**src/rtl/pong_pkg.sv**
```systemverilog
`default_nettype none
// ============================================================================
// Module      : pong_pkg
// Description : Shared types and constants for the Pong ball controller:
//               FSM state encoding, signed coordinate types, playfield
//               geometry, ball speed and game rules, plus small helpers.
// Revision    : 1.0 - initial release
// ============================================================================
package pong_pkg;

  typedef enum logic [2:0] {
    ST_IDLE  = 3'd0,
    ST_SERVE = 3'd1,
    ST_PLAY  = 3'd2,
    ST_POINT = 3'd3,
    ST_OVER  = 3'd4
  } state_e;

  // Ball coordinates: signed so that "pos - size" near the left/top edge
  // goes negative instead of wrapping.
  typedef logic signed [10:0] coord_t;
  // Paddle extents: centre + half-extent of two 10-bit inputs needs 11
  // magnitude bits, so box tests run one bit wider.
  typedef logic signed [11:0] wcoord_t;

  localparam coord_t BALL_SIZE = 11'sd4;
  localparam coord_t X_MIN     = 11'sd0;
  localparam coord_t X_MAX     = 11'sd639;
  localparam coord_t Y_MIN     = 11'sd0;
  localparam coord_t Y_MAX     = 11'sd479;
  localparam coord_t CENTER_X  = 11'sd320;
  localparam coord_t CENTER_Y  = 11'sd240;
  localparam coord_t STEP      = 11'sd2;

  localparam int                SERVE_FRAMES = 60;
  localparam int                CNT_W        = $clog2(SERVE_FRAMES);
  localparam logic [CNT_W-1:0]  SERVE_LAST   = CNT_W'(SERVE_FRAMES - 1);
  localparam logic [3:0]        WIN_SCORE    = 4'd9;

  // Inclusive 1-D interval overlap.
  function automatic logic spans_overlap(input wcoord_t a_lo, input wcoord_t a_hi,
                                         input wcoord_t b_lo, input wcoord_t b_hi);
    return (a_lo <= b_hi) && (a_hi >= b_lo);
  endfunction

  function automatic wcoord_t box_lo(input logic [9:0] c, input logic [9:0] h);
    return $signed({2'b00, c}) - $signed({2'b00, h});
  endfunction

  function automatic wcoord_t box_hi(input logic [9:0] c, input logic [9:0] h);
    return $signed({2'b00, c}) + $signed({2'b00, h});
  endfunction

  function automatic logic [3:0] sat_inc(input logic [3:0] s);
    return (s >= WIN_SCORE) ? WIN_SCORE : s + 4'd1;
  endfunction

endpackage
`default_nettype wire

```
**src/rtl/frame_tick_sync.sv**
```systemverilog
`default_nettype none
// ============================================================================
// Module      : frame_tick_sync
// Description : Brings the asynchronous frame clock into the Clk domain
//               through two flops and emits a one-Clk pulse per rising edge
//               using a third history flop.
// Ports       : Clk       - system clock
//               Reset     - asynchronous active-high reset
//               frame_clk - frame clock, asynchronous to Clk
//               tick      - one-cycle pulse per frame_clk rising edge
// Revision    : 1.0 - initial release
// ============================================================================
module frame_tick_sync (
  input  logic Clk,
  input  logic Reset,
  input  logic frame_clk,
  output logic tick
);

  logic s1_q, s2_q, s3_q;

  always_ff @(posedge Clk or posedge Reset) begin
    if (Reset) begin
      s1_q <= 1'b0;
      s2_q <= 1'b0;
      s3_q <= 1'b0;
    end else begin
      s1_q <= frame_clk;
      s2_q <= s1_q;
      s3_q <= s2_q;
    end
  end

  assign tick = s2_q & ~s3_q;

endmodule
`default_nettype wire

```
**src/rtl/pong_ball_ctrl.sv**
```systemverilog
`default_nettype none
// ============================================================================
// Module      : pong_ball_ctrl
// Description : Pong ball sequencer. Once per frame it moves the ball,
//               bounces it off walls and paddles, detects misses, keeps the
//               scores and runs the IDLE/SERVE/PLAY/POINT/OVER flow.
// Ports       : Clk, Reset           - clock, async active-high reset
//               frame_clk            - frame clock (async to Clk)
//               serve_btn            - start / restart request (level)
//               Paddle{1,2}{X,Y,L,W} - paddle centres and half-extents
//               BallX, BallY         - ball centre
//               Ball_size            - ball half-width (constant)
//               score1, score2       - left / right scores
//               game_over            - high in OVER
//               state_dbg            - encoded FSM state
// Revision    : 1.0 - initial release
// ============================================================================
module pong_ball_ctrl (
  input  logic       Clk,
  input  logic       Reset,
  input  logic       frame_clk,
  input  logic       serve_btn,
  input  logic [9:0] Paddle1X,
  input  logic [9:0] Paddle1Y,
  input  logic [9:0] Paddle1L,
  input  logic [9:0] Paddle1W,
  input  logic [9:0] Paddle2X,
  input  logic [9:0] Paddle2Y,
  input  logic [9:0] Paddle2L,
  input  logic [9:0] Paddle2W,
  output logic [9:0] BallX,
  output logic [9:0] BallY,
  output logic [9:0] Ball_size,
  output logic [3:0] score1,
  output logic [3:0] score2,
  output logic       game_over,
  output logic [2:0] state_dbg
);
  import pong_pkg::*;

  logic tick;

  frame_tick_sync u_tick (
    .Clk       (Clk),
    .Reset     (Reset),
    .frame_clk (frame_clk),
    .tick      (tick)
  );

  state_e           state_q, state_d;
  coord_t           bx_q, bx_d, by_q, by_d;
  // Speed magnitude is always STEP, so only the direction is stored.
  logic             vx_neg_q, vx_neg_d, vy_neg_q, vy_neg_d;
  logic [CNT_W-1:0] cnt_q, cnt_d;
  logic [3:0]       score1_q, score1_d, score2_q, score2_d;
  logic             left_scored_q, left_scored_d;

  always_ff @(posedge Clk or posedge Reset) begin
    if (Reset) begin
      state_q       <= ST_IDLE;
      bx_q          <= CENTER_X;
      by_q          <= CENTER_Y;
      vx_neg_q      <= 1'b0;
      vy_neg_q      <= 1'b0;
      cnt_q         <= '0;
      score1_q      <= 4'd0;
      score2_q      <= 4'd0;
      left_scored_q <= 1'b0;
    end else begin
      state_q       <= state_d;
      bx_q          <= bx_d;
      by_q          <= by_d;
      vx_neg_q      <= vx_neg_d;
      vy_neg_q      <= vy_neg_d;
      cnt_q         <= cnt_d;
      score1_q      <= score1_d;
      score2_q      <= score2_d;
      left_scored_q <= left_scored_d;
    end
  end

  // ---- Vertical: wall bounce, then step and clamp into the playfield ----
  logic   w_vy_nxt_neg;
  coord_t w_y_sum, w_y_new;

  always_comb begin
    w_vy_nxt_neg = vy_neg_q;
    if (!vy_neg_q && (by_q + BALL_SIZE >= Y_MAX))
      w_vy_nxt_neg = 1'b1;
    else if (vy_neg_q && (by_q - BALL_SIZE <= Y_MIN))
      w_vy_nxt_neg = 1'b0;
    w_y_sum = by_q + (w_vy_nxt_neg ? -STEP : STEP);
    if (w_y_sum < Y_MIN + BALL_SIZE)
      w_y_new = Y_MIN + BALL_SIZE;
    else if (w_y_sum > Y_MAX - BALL_SIZE)
      w_y_new = Y_MAX - BALL_SIZE;
    else
      w_y_new = w_y_sum;
  end

  // ---- Horizontal: paddle hits outrank misses ----
  wcoord_t w_bx_lo, w_bx_hi, w_by_lo, w_by_hi;
  logic    w_hit1, w_hit2, w_miss_l, w_miss_r, w_vx_nxt_neg;
  coord_t  w_x_new;

  assign w_bx_lo = wcoord_t'(bx_q - BALL_SIZE);
  assign w_bx_hi = wcoord_t'(bx_q + BALL_SIZE);
  assign w_by_lo = wcoord_t'(by_q - BALL_SIZE);
  assign w_by_hi = wcoord_t'(by_q + BALL_SIZE);

  assign w_hit1 = vx_neg_q
      && spans_overlap(w_bx_lo, w_bx_hi, box_lo(Paddle1X, Paddle1W), box_hi(Paddle1X, Paddle1W))
      && spans_overlap(w_by_lo, w_by_hi, box_lo(Paddle1Y, Paddle1L), box_hi(Paddle1Y, Paddle1L));
  assign w_hit2 = !vx_neg_q
      && spans_overlap(w_bx_lo, w_bx_hi, box_lo(Paddle2X, Paddle2W), box_hi(Paddle2X, Paddle2W))
      && spans_overlap(w_by_lo, w_by_hi, box_lo(Paddle2Y, Paddle2L), box_hi(Paddle2Y, Paddle2L));

  assign w_miss_l = vx_neg_q  && !w_hit1 && (bx_q - BALL_SIZE <= X_MIN);
  assign w_miss_r = !vx_neg_q && !w_hit2 && (bx_q + BALL_SIZE >= X_MAX);

  assign w_vx_nxt_neg = w_hit1 ? 1'b0 : (w_hit2 ? 1'b1 : vx_neg_q);
  assign w_x_new      = bx_q + (w_vx_nxt_neg ? -STEP : STEP);

  logic [3:0] w_point_score;
  assign w_point_score = left_scored_q ? sat_inc(score1_q) : sat_inc(score2_q);

  // ---- Next-state logic ----
  always_comb begin
    state_d       = state_q;
    bx_d          = bx_q;
    by_d          = by_q;
    vx_neg_d      = vx_neg_q;
    vy_neg_d      = vy_neg_q;
    cnt_d         = cnt_q;
    score1_d      = score1_q;
    score2_d      = score2_q;
    left_scored_d = left_scored_q;

    unique case (state_q)
      ST_IDLE: begin
        if (serve_btn) begin
          state_d = ST_SERVE;
          cnt_d   = '0;
        end
      end

      ST_SERVE: begin
        if (tick) begin
          if (cnt_q == SERVE_LAST) state_d = ST_PLAY;
          else                     cnt_d   = cnt_q + 1'b1;
        end
      end

      ST_PLAY: begin
        if (tick) begin
          if (w_miss_l || w_miss_r) begin
            // Ball frozen on the miss tick; POINT recentres it next cycle.
            state_d       = ST_POINT;
            left_scored_d = w_miss_r;
          end else begin
            bx_d     = w_x_new;
            by_d     = w_y_new;
            vx_neg_d = w_vx_nxt_neg;
            vy_neg_d = w_vy_nxt_neg;
          end
        end
      end

      ST_POINT: begin
        if (left_scored_q) score1_d = w_point_score;
        else               score2_d = w_point_score;
        bx_d     = CENTER_X;
        by_d     = CENTER_Y;
        // Serve toward the player who just lost the point.
        vx_neg_d = !left_scored_q;
        vy_neg_d = 1'b0;
        cnt_d    = '0;
        state_d  = (w_point_score == WIN_SCORE) ? ST_OVER : ST_SERVE;
      end

      ST_OVER: begin
        if (serve_btn) begin
          score1_d = 4'd0;
          score2_d = 4'd0;
          vx_neg_d = 1'b0;
          cnt_d    = '0;
          state_d  = ST_SERVE;
        end
      end

      default: state_d = ST_IDLE;
    endcase
  end

  assign BallX     = bx_q[9:0];
  assign BallY     = by_q[9:0];
  assign Ball_size = BALL_SIZE[9:0];
  assign score1    = score1_q;
  assign score2    = score2_q;
  assign game_over = (state_q == ST_OVER);
  assign state_dbg = state_q;

endmodule
`default_nettype wire

```
**config.mk**
```make
export PLATFORM = sky130hd
export DESIGN_NAME = pong_ball_ctrl
export DESIGN_NICKNAME = d
export VERILOG_FILES = /design/src/rtl/pong_pkg.sv /design/src/rtl/frame_tick_sync.sv /design/src/rtl/pong_ball_ctrl.sv
export SDC_FILE = /design/constraint.sdc
export NUM_CORES = 1
export LEC_CHECK = 0
export BUFFER_PORTS_ARGS = -buffer_cell sky130_fd_sc_hd__buf_2
export CORE_MARGIN = 2
export CORE_UTILIZATION = 40
export DETAILED_ROUTE_END_ITERATION = 10
export GPL_TIMING_DRIVEN = 0
export REMOVE_ABC_BUFFERS = 1
export SYNTH_ARGS = -nofsm -noshare
export SYNTH_HDL_FRONTEND = slang
export SYNTH_SLANG_ARGS = --single-unit
export TNS_END_PERCENT = 1
```
**constraint.sdc**
```tcl
create_clock -name Clk -period 8.37 [get_ports Clk]
set_input_delay 0.4185 -clock Clk [delete_from_list [all_inputs] [get_ports Clk]]
set_output_delay 0.4185 -clock Clk [all_outputs]
set_load 0.02 [all_outputs]
```
======== Word level (Yosys, flattened, before mapping) ========
Cells that the tools add are included.
storage, ports and cells
  register bits after elaboration ......... 45
cells by class
  mux-type cells .......................... 40
  bitwise logic cells ..................... 2
  $add $sub $neg .......................... 21
  equality and inequality tests ........... 16
  reductions and logical operators ........ 33
  order comparisons ....................... 16
operators by type and width
  kind                   count
  $mux 11                8
  $ge 12x11->1           4
  $le 12x12->1           4
  $add 10x10->11         4
  $pmux 11 s2            2
  $sub 10x10->11         4
  $add 11x4->12 const B  2
  $mux 4                 6
  $sub 11x4->12 const B  2
  $add 11x11->11         2
  $add 11x4->11 const B  2
  $le 11x1->1 const B    2
  $sub 11x4->11 const B  2
  $mux 3                 6
  $mux 6                 3
  $ne 2x2->1 const B     9
  $pmux 6 s3             1
  $pmux 4 s2             2
  $logic_and 1x1->1      14
  $pmux 3 s4             1
  $reduce_and 3->1       4
  $ge 11x10->1 const B   1
  $ge 11x11->1 const B   1
  $gt 11x10->1 const B   1
  23 further kinds       41

======== Logic depth before layout (Yosys ltp) ========
Gate-level depths: netlist of the first run.
  depth in word-level cells ............... 13
  mapped depth ............................ 28
  depth with buffers taken out ............ 28

======== By module ========
A second synthesis of the first run with hierarchy kept.
unflattened totals
  cell total of the unflattened synthesis .. 1,160
  area, all modules ....................... 9,032.4 um^2
by module, submodules not included
  module           cells each  times used  area each (um^2)  seq. area each (um^2)
  pong_ball_ctrl   1,155       1           8,939.8           1,033.5
  frame_tick_sync  5           1           92.6              75.1

======== Worst setup path before layout of the first run ========
OpenSTA, ideal clock, no wires.
  path type ............................... input port to flip-flop
  start ................................... input port Paddle2Y[0]
  end ..................................... register bx_q[10]
  arrival ................................. 6.050 ns
  library setup time ...................... 0.082 ns
  cell stages on the path ................. 27
  setup slack ............................. 2.239 ns
  data required time ...................... 8.288 ns
  cell sequence ........................... inv_1 ha_1 inv_1 fa_1 a21o_1 a21oi_1 o21ai_0 a21oi_1 o21ai_0 a21oi_1 o21ai_0 a21o_1 ha_1 o22ai_1 or4_1 o32a_1 o31a_1 nor2_1 ha_1 a21o_1 a21oi_1 o21bai_1 a2111oi_0 o31ai_1 a21o_1 a21bo_2 a31oi_1
between the ends
  cells in the longest elaborated chain, start to end .. 11
  elaborated cells between the ends (all ways) .. 19
RTL lines
  item                                                     RTL line                        source
  start: declaration                                       pong_ball_ctrl.sv:28            input logic [9:0] Paddle2Y,
  $add 10x10->11 / $sub 10x10->11 (equally long branches)  pong_pkg.sv:51, pong_pkg.sv:47
  $le 12x12->1 / $ge 12x11->1 (equally long branches)      pong_pkg.sv:43                  return (a_lo <= b_hi) && (a_hi >= b_lo);
  $logic_and 1x1->1 *                                      pong_pkg.sv:43
  $logic_and 1x1->1 *                                      pong_ball_ctrl.sv:116           && spans_overlap(w_by_lo, w_by_hi, box_lo(Paddle2Y, Paddle2L), box_hi(Paddle2Y, Paddle2L));
  $mux 1 (2 in series)                                     pong_ball_ctrl.sv:121           assign w_vx_nxt_neg = w_hit1 ? 1'b0 : (w_hit2 ? 1'b1 : vx_neg_q);
  $mux 11                                                  pong_ball_ctrl.sv:122           assign w_x_new = bx_q + (w_vx_nxt_neg ? -STEP : STEP);
  $add 11x11->11                                           pong_ball_ctrl.sv:122
  $mux 11                                                  pong_ball_ctrl.sv:156           if (w_miss_l || w_miss_r) begin
  $mux 11                                                  pong_ball_ctrl.sv:155           if (tick) begin
  $pmux 11 s2                                              pong_ball_ctrl.sv:139           unique case (state_q)
  end signal: assignment                                   pong_ball_ctrl.sv:61            bx_q <= CENTER_X;
  end signal: assignment                                   pong_ball_ctrl.sv:71            bx_q <= bx_d;
  end: declaration                                         pong_ball_ctrl.sv:51            coord_t bx_q, bx_d, by_q, by_d;
Every way passes the cells marked *; elsewhere a longest branch is shown, timed or not. The select of a mux whose other input is x is not followed.
A chain may end at the register's enable or synchronous reset.

======== Worst setup path in the final report of the first run ========
  start ................................... input port Paddle2X[0]
  end ..................................... register bx_q[10]
between the ends
  cells in the longest elaborated chain, start to end .. 12
  elaborated cells between the ends (all ways) .. 20
RTL lines
  item                                                     RTL line                        source
  start: declaration                                       pong_ball_ctrl.sv:27            input logic [9:0] Paddle2X,
  $add 10x10->11 / $sub 10x10->11 (equally long branches)  pong_pkg.sv:51, pong_pkg.sv:47
  $le 12x12->1 / $ge 12x11->1 (equally long branches)      pong_pkg.sv:43
  $logic_and 1x1->1 *                                      pong_pkg.sv:43
  $logic_and 1x1->1 *                                      pong_ball_ctrl.sv:115           && spans_overlap(w_bx_lo, w_bx_hi, box_lo(Paddle2X, Paddle2W), box_hi(Paddle2X, Paddle2W))
  $logic_and 1x1->1 *                                      pong_ball_ctrl.sv:116
  $mux 1 (2 in series)                                     pong_ball_ctrl.sv:121
  $mux 11                                                  pong_ball_ctrl.sv:122
  $add 11x11->11                                           pong_ball_ctrl.sv:122
  $mux 11                                                  pong_ball_ctrl.sv:156
  $mux 11                                                  pong_ball_ctrl.sv:155
  $pmux 11 s2                                              pong_ball_ctrl.sv:139
Marked as above.

==> flow_summary.json, run 1 <==
{
  "max-clock-path-buffers": 2,
  "row_count": 54,
  "grt_first_pass_wirelength_um": 36220,
  "drtIter0Drc": 411,
  "max_slew_margin": 0.1733,
  "dr.pass1.iters": 5,
  "area_growth_pct": 8.756,
  "syn_area_um2": 9031,
  "fin_skew_ps": 6.556,
  "antenna_found_initial": 0,
  "fmax_ghz": 0.1415,
  "yosys.area.top_type_share": 0.2771,
  "multi_input_area_um2": 7076,
  "cts_buffers": 5,
  "filler_cell_count": 2286,
  "startpoint_type": "input port",
  "grt_use_met2": 0.3203,
  "cts_tree": "done",
  "grt_usage": 0.1794,
  "hpwl_um": 18380,
  "rsz0062_at_grt": "false",
  "clk-insertion-delay-late_ps": 290,
  "post-cts-setup-buffer-count": 0,
  "ctsHoldBuffers": 0,
  "synth-edff-count": 0,
  "slowest_stage": "a2111oi_0",
  "yosys_warnings": 0,
  "final-seq-area_um2": 1109,
  "drive_above_1_share": 0.1230,
  "n_antenna_cell": 0,
  "hold_class": "in -> async",
  "power_density_nw_per_um2": 91.83,
  "h-tree-depth": 2,
  "avgViaCountPerCell": 5.369,
  "r2r-start": "bx_q[2]",
  "yosysTopAreaCell": "ha_1",
  "crit_required_ps": 8570,
  "tightest_slew_ps": 1240,
  "status": "completed",
  "port_buffers": 114,
  "dr_total_vias": 8097,
  "grtUsageMet1": 0.2429,
  "critPathMaxStageDelay_ps": 640,
  "max_cap_viol_count": 0,
  "slew_violations": 0,
  "syn_inst": 1147,
  "async_reset_ff_frac": 1.000,
  "die_x_um": 154.3,
  "busiest_layer": "met2",
  "antenna_left": 0,
  "ys_ff_latch": 44,
  "final.min_clock_period_ps": 7068,
  "use_met3": 0.01065,
  "crit_buf_inv": 3,
  "gr-total-overflow": 0,
  "ys.flop_type": "dfrtp_1",
  "ir_worst_vdd_mv": 0.08740,
  "core_area_um2": 22030,
  "cts_resized": 0,
  "critPathArrivalTime_ps": 7270,
  "synth_cell_types": 75,
  "crit_type": "in -> reg",
  "fp.dieH_um": 154.3,
  "critPathCaptureType": "flip-flop",
  "io_pins": 126,
  "p_leak_nw": 4.926,
  "hold_ws_ps": 21.20,
  "die_area_um2": 23800,
  "ys_seq_area_frac": 0.1227,
  "startpoint": "Paddle2X[0]",
  "start_util": 0.4100,
  "cpLargestDelayFamily": "compound AO/OA/AOI/OAI gates",
  "fin_tns_setup_ps": 0,
  "clkSinkCount": 44,
  "nNetsFinal": 1521,
  "remaining_drc_errors": 0,
  "setup_viol": 0,
  "gp_congestion": 0.8593,
  "grt_start_max_net_pins": 39,
  "cts-root-buf": "clkbuf_16",
  "avgSynthCellArea_um2": 7.874,
  "grt_pass1_vias": 7739,
  "ys_top_cells_by_area": "ha_1 28%, dfrtp_1 11%, inv_1 6.1%, xnor2_1 6.0%, a21oi_1 5.2%",
  "clk_pin_slew_worst_paths_ps": 60,
  "fin_crit_sh": 0.8445,
  "finalWirelength_um": 21810,
  "path_max_fanout": 9,
  "wl_per_cell_um": 14.46,
  "finalHoldViolCount": 0
}
==> worst paths after layout <==
kind / endpoint / slack (ps) / cells past startpoint
max in group asynchronous: by_q[6] / 7830 / 3
max: bx_q[10] / 1300 / 28
min: bx_q[1] / 20 / 2
min in group Clk: u_tick.s1_q / 240 / 1
max reg2reg: bx_q[10] / 1650 / 21
min reg2reg: u_tick.s2_q / 350 / 0
==> synthesized netlist by cell type (6+ instances only) <==
master     instances
nand2_1           52
o21a_1            11
nand2b_1          23
inv_1            147
fa_1              10
or4_1              6
dfrtp_1           38
o31ai_1           11
a21oi_1           93
buf_4             30
nor2_1            66
dfstp_2            6
nor4_1            11
a2111oi_0          7
nor2b_1           11
a211oi_1          13
or3_1             11
mux2_2             7
o21bai_1          24
clkbuf_1          14
nand4_1           10
o21ai_0           60
a21o_1            18
xor2_1            20
xnor2_1           62
o211ai_1          13
nand3_1           50
a31oi_1            6
nor3_1            23
ha_1             200
==> flip-flops by register name, summed over array words and instances, names as in the netlist <==
| signal | flops |
|---|---|
| by_q | 11 |
| bx_q | 10 |
| cnt_q | 6 |
| score1 | 4 |
| score2 | 4 |
| state_dbg | 3 |
| left_scored_q | 1 |
| u_tick.s1_q | 1 |
| u_tick.s2_q | 1 |
| u_tick.s3_q | 1 |
| vx_neg_q | 1 |
| vy_neg_q | 1 |
==> metrics by stage <==
stage	utilization	total power [W]	area [um^2]	instances	setup WS, ps
after CTS	0.4459	0.0009074	9822	1508	1356
final	0.4459	0.0009019	9822	1508	1302
after global routing	0.4459	0.0009889	9822	1508	758.9
after detailed placement	0.4397	0.0007146	9684	1500	1095
after floorplan	-	0.0005953	8743	1105	2238
after global placement	0.4388	0.0007065	9664	1499	1162
==> routing by layer <==
metal | part of all wire | wire length (um)
met2 | 0.48 | 10440
met3 | 0.032 | 704
met5 | 0 | 0
met4 | 0.011 | 230
met1 | 0.48 | 10430
==> cell families (layout without fill, tap and decap cells) <==
| family | Yosys count | count (layout) | synth area share |
|---|---|---|---|
| AOI/OAI and AO/OA | 314 | 314 | 0.2286 |
| xor gates and xnor gates | 82 | 82 | 0.07952 |
| adders and majority gates | 210 | 210 | 0.2993 |
| buffers and inverters | 200 | 272 | 0.09753 |
| DFF | 44 | 44 | 0.1227 |
| muxes | 9 | 9 | 0.01095 |
| other | 2 | 11 | 0.0008316 |
| and+or+nand+nor | 286 | 286 | 0.1606 |
==> layout make-up <==
cell class	instances	share of cell area
multi-input combinational	912	0.7204
timing repair buffer	115	0.06013
tap	280	0.03567
inverter	149	0.05694
clock buffer	7	0.01350
sequential	44	0.1129
clock inverter	1	0.0005096
==> placed cells by master (no fill, tap or decap), drive strengths merged, types with 4 or more instances in the layout <==
cell       n
ha       200
inv      147
buf      115
a21oi     93
nor2      67
xnor2     62
o21ai     60
nand2     52
nand3     50
dfrtp     38
o21bai    24
nor3      23
nand2b    23
xor2      20
a21o      18
o31ai     16
a211oi    13
o211ai    13
nor2b     11
or3       11
nor4      11
o21a      11
conb      11
nand4     10
fa        10
a2111oi    7
mux2       7
or4        7
clkbuf     7
a31oi      6
dfstp      6
a22o       5
a22oi      5
o22ai      4
o31a       4
and2       4
a2bb2oi    4
or2        4
==> power breakdown <==
part / switching [W] / total [W] / internal (W)
Combinational: 0.000270 / 0.000482 / 0.000212
Clock: 0.0000777 / 0.000188 / 0.000110
Sequential: 0.00000925 / 0.000232 / 0.000223
(Power assumes the default switching activity.)
==> inputs of run 2 (changes only) <==
- clock period: 8.37 -> 5.9 ns (I/O delays scaled with it)
==> flow_summary.json, run 2 (synthesized netlist as in run 1, its figures left out) <==
{
  "status": "completed",
  "clk_pin_slew_worst_paths_ps": 70,
  "critPathCaptureType": "flip-flop",
  "die_area_um2": 23800,
  "place_inst": 1500,
  "gp_congestion": 0.8593,
  "area_growth_pct": 11.19,
  "hpwl_um": 18380,
  "start_util": 0.4100,
  "top_register": "by_q",
  "core_area_um2": 22030,
  "ir_worst_vdd_mv": 0.1345,
  "cts-root-buf": "clkbuf_16",
  "antenna_left": 0,
  "row_count": 54,
  "p_sw_w": 0.0005241,
  "fp.dieH_um": 154.3,
  "drive_above_1_share": 0.1531,
  "remaining_drc_errors": 0,
  "p_sw_frac": 0.3964,
  "clk-insertion-delay-late_ps": 290,
  "fin_skew_ps": 8.305,
  "grtUsageMet1": 0.2436,
  "p_comb_frac": 0.548,
  "clkSinkCount": 44,
  "grt_pass1_vias": 7801,
  "tightest_slew_ps": 1238,
  "antenna_found_initial": 0,
  "busiest_layer": "met2",
  "largest_reg_flops": 11,
  "gr-total-overflow": 0,
  "critPathArrivalTime_ps": 5850,
  "final_util": 0.4559,
  "max-clock-path-buffers": 2,
  "reg_top3": "by_q (11), bx_q (10), cnt_q (6)",
  "fmax_ghz": 0.1771,
  "io_pins": 126,
  "fin_cells": 1521,
  "p_int_w": 0.0007981,
  "use_met3": 0.01037,
  "cts_buffers": 5,
  "max_slew_margin": 0.1747,
  "slew_violations": 0,
  "dr.pass1.iters": 5,
  "hold_class": "in -> reg",
  "finalWirelength_um": 22110,
  "crit_required_ps": 6100,
  "final_common_cell": "ha_1",
  "max_cap_viol_count": 0,
  "grt_use_met2": 0.3248,
  "dr_total_vias": 8131,
  "crit_type": "in -> reg",
  "cts_tree": "done",
  "n_antenna_cell": 0,
  "seqPwrFrac": 0.249,
  "most-common-layout-cells": "199 x ha_1, 143 x inv_1, 114 x buf_2",
  "final_cell_area_um2": 10040,
  "pre_cts_slack_ps": -1251,
  "grt_start_max_net_pins": 39,
  "pwr-share-clk": 0.203,
  "port_buffers": 114,
  "avgViaCountPerCell": 5.346,
  "grt_first_pass_wirelength_um": 36500,
  "drtIter0Drc": 397,
  "p_leak_nw": 4.998,
  "nNetsFinal": 1534,
  "dpl_cell_area_um2": 9684,
  "wl_per_cell_um": 14.54,
  "final.min_clock_period_ps": 5646,
  "fin_tns_setup_ps": 0,
  "fin_crit_sh": 0.9569,
  "die_x_um": 154.3,
  "h-tree-depth": 2,
  "power_density_nw_per_um2": 131.7,
  "setup_viol": 0,
  "finalHoldViolCount": 0,
  "reg2reg_slack_ps": 260,
  "startpoint_type": "input port",
  "path_max_fanout": 3,
  "grt_usage": 0.1808,
  "filler_cell_count": 2279,
  "layout_setup_ws_ps": 254.4
}
## run 2: changes by cell type in the layout (fill, tap and decap cells not counted), moves of 2 or more
cell	change
inv_2	+2
dfrtp_2	+3
fa_1	-2
dfrtp_1	-3
fa_2	+2
o21ai_1	+2
o21ai_0	-2
a21oi_2	+11
buf_4	+12
inv_1	-3
a2111oi_4	+2
a2111oi_0	-2
a21oi_1	-11
## run 2: stage by stage
| step | power, W | hold slack, ps |
|---|---|---|
| floorplan | 0.0008445 | 326.4 |
| detailed placement | 0.001014 | 208.2 |
| global route | 0.001445 | 110.8 |
| CTS | 0.001304 | 110.7 |
| finish | 0.001322 | 108.9 |
| global placement | 0.001002 | 336.1 |
## run 2: repair_timing
item                                    in CTS  in global routing
hold buffers                                 1                  0
endpoints found under the setup margin       8                 10
gates resized for setup                      9                 26
setup buffers                                4                  8
hold endpoints to repair                     4                  0
pin swaps                                    4                 17
## run 2: worst max-delay path: stages
cell       delay (ps)
buf_2             100
inv_1              50
ha_1              150
inv_1              60
fa_2              350
a21o_1            180
a21oi_2           150
o21ai_0           110
a21oi_2           210
o21ai_1           100
a21oi_2           140
o21bai_1           70
a21o_1            210
ha_1              300
o22ai_1           120
or4_1             490
o32a_1            420
o31a_1            360
nor2_4            170
ha_1              250
a21o_1            170
a21oi_2           170
o21bai_2          110
a2111oi_4         420
o31ai_2           120
a21o_1            190
a21bo_2           210
a31oi_1           160
## run 2: final cells by class
type	instances	area (um^2)	area share
multi-input cells	912	7188	0.7158
inverters	149	563.0	0.05607
clock inverters	1	5.005	0.0004984
repair buffers	128	690.7	0.06878
flip-flops and latches	44	1112	0.1108
well taps	280	350.3	0.03489
clock buffers	7	132.6	0.01321
## run 2: final timing paths
check | startpoint | endpoint | depth (start not counted)
min in group asynchronous | Reset | bx_q[1] | 3
hold reg to reg | u_tick.s1_q | u_tick.s2_q | 0
max in group asynchronous | Reset | by_q[4] | 4
setup reg to reg | bx_q[2] | bx_q[10] | 21
setup / recovery | Paddle2X[0] | bx_q[10] | 28
hold / removal | frame_clk | u_tick.s1_q | 1
## run 2: power by group through the flow
stage | clock (W) | sequential (W) | combinational (W)
6_report | 0.000268 | 0.000329 | 0.000725
5_1_grt | 0.000285 | 0.000332 | 0.000828
4_1_cts | 0.000272 | 0.000329 | 0.000702
3_5_place_dp | 0 | 0.000334 | 0.000680
3_3_place_gp | 0 | 0.000335 | 0.000668
2_1_floorplan | 0 | 0.000332 | 0.000512
## run 2: metal layers
metal,up-vias,share of wire,wire [um]
met1,3736,0.47,10470
met3,16,0.033,724
met5,-,0,0
li1,4234,-,-
met4,0,0.0080,176
met2,145,0.49,10740
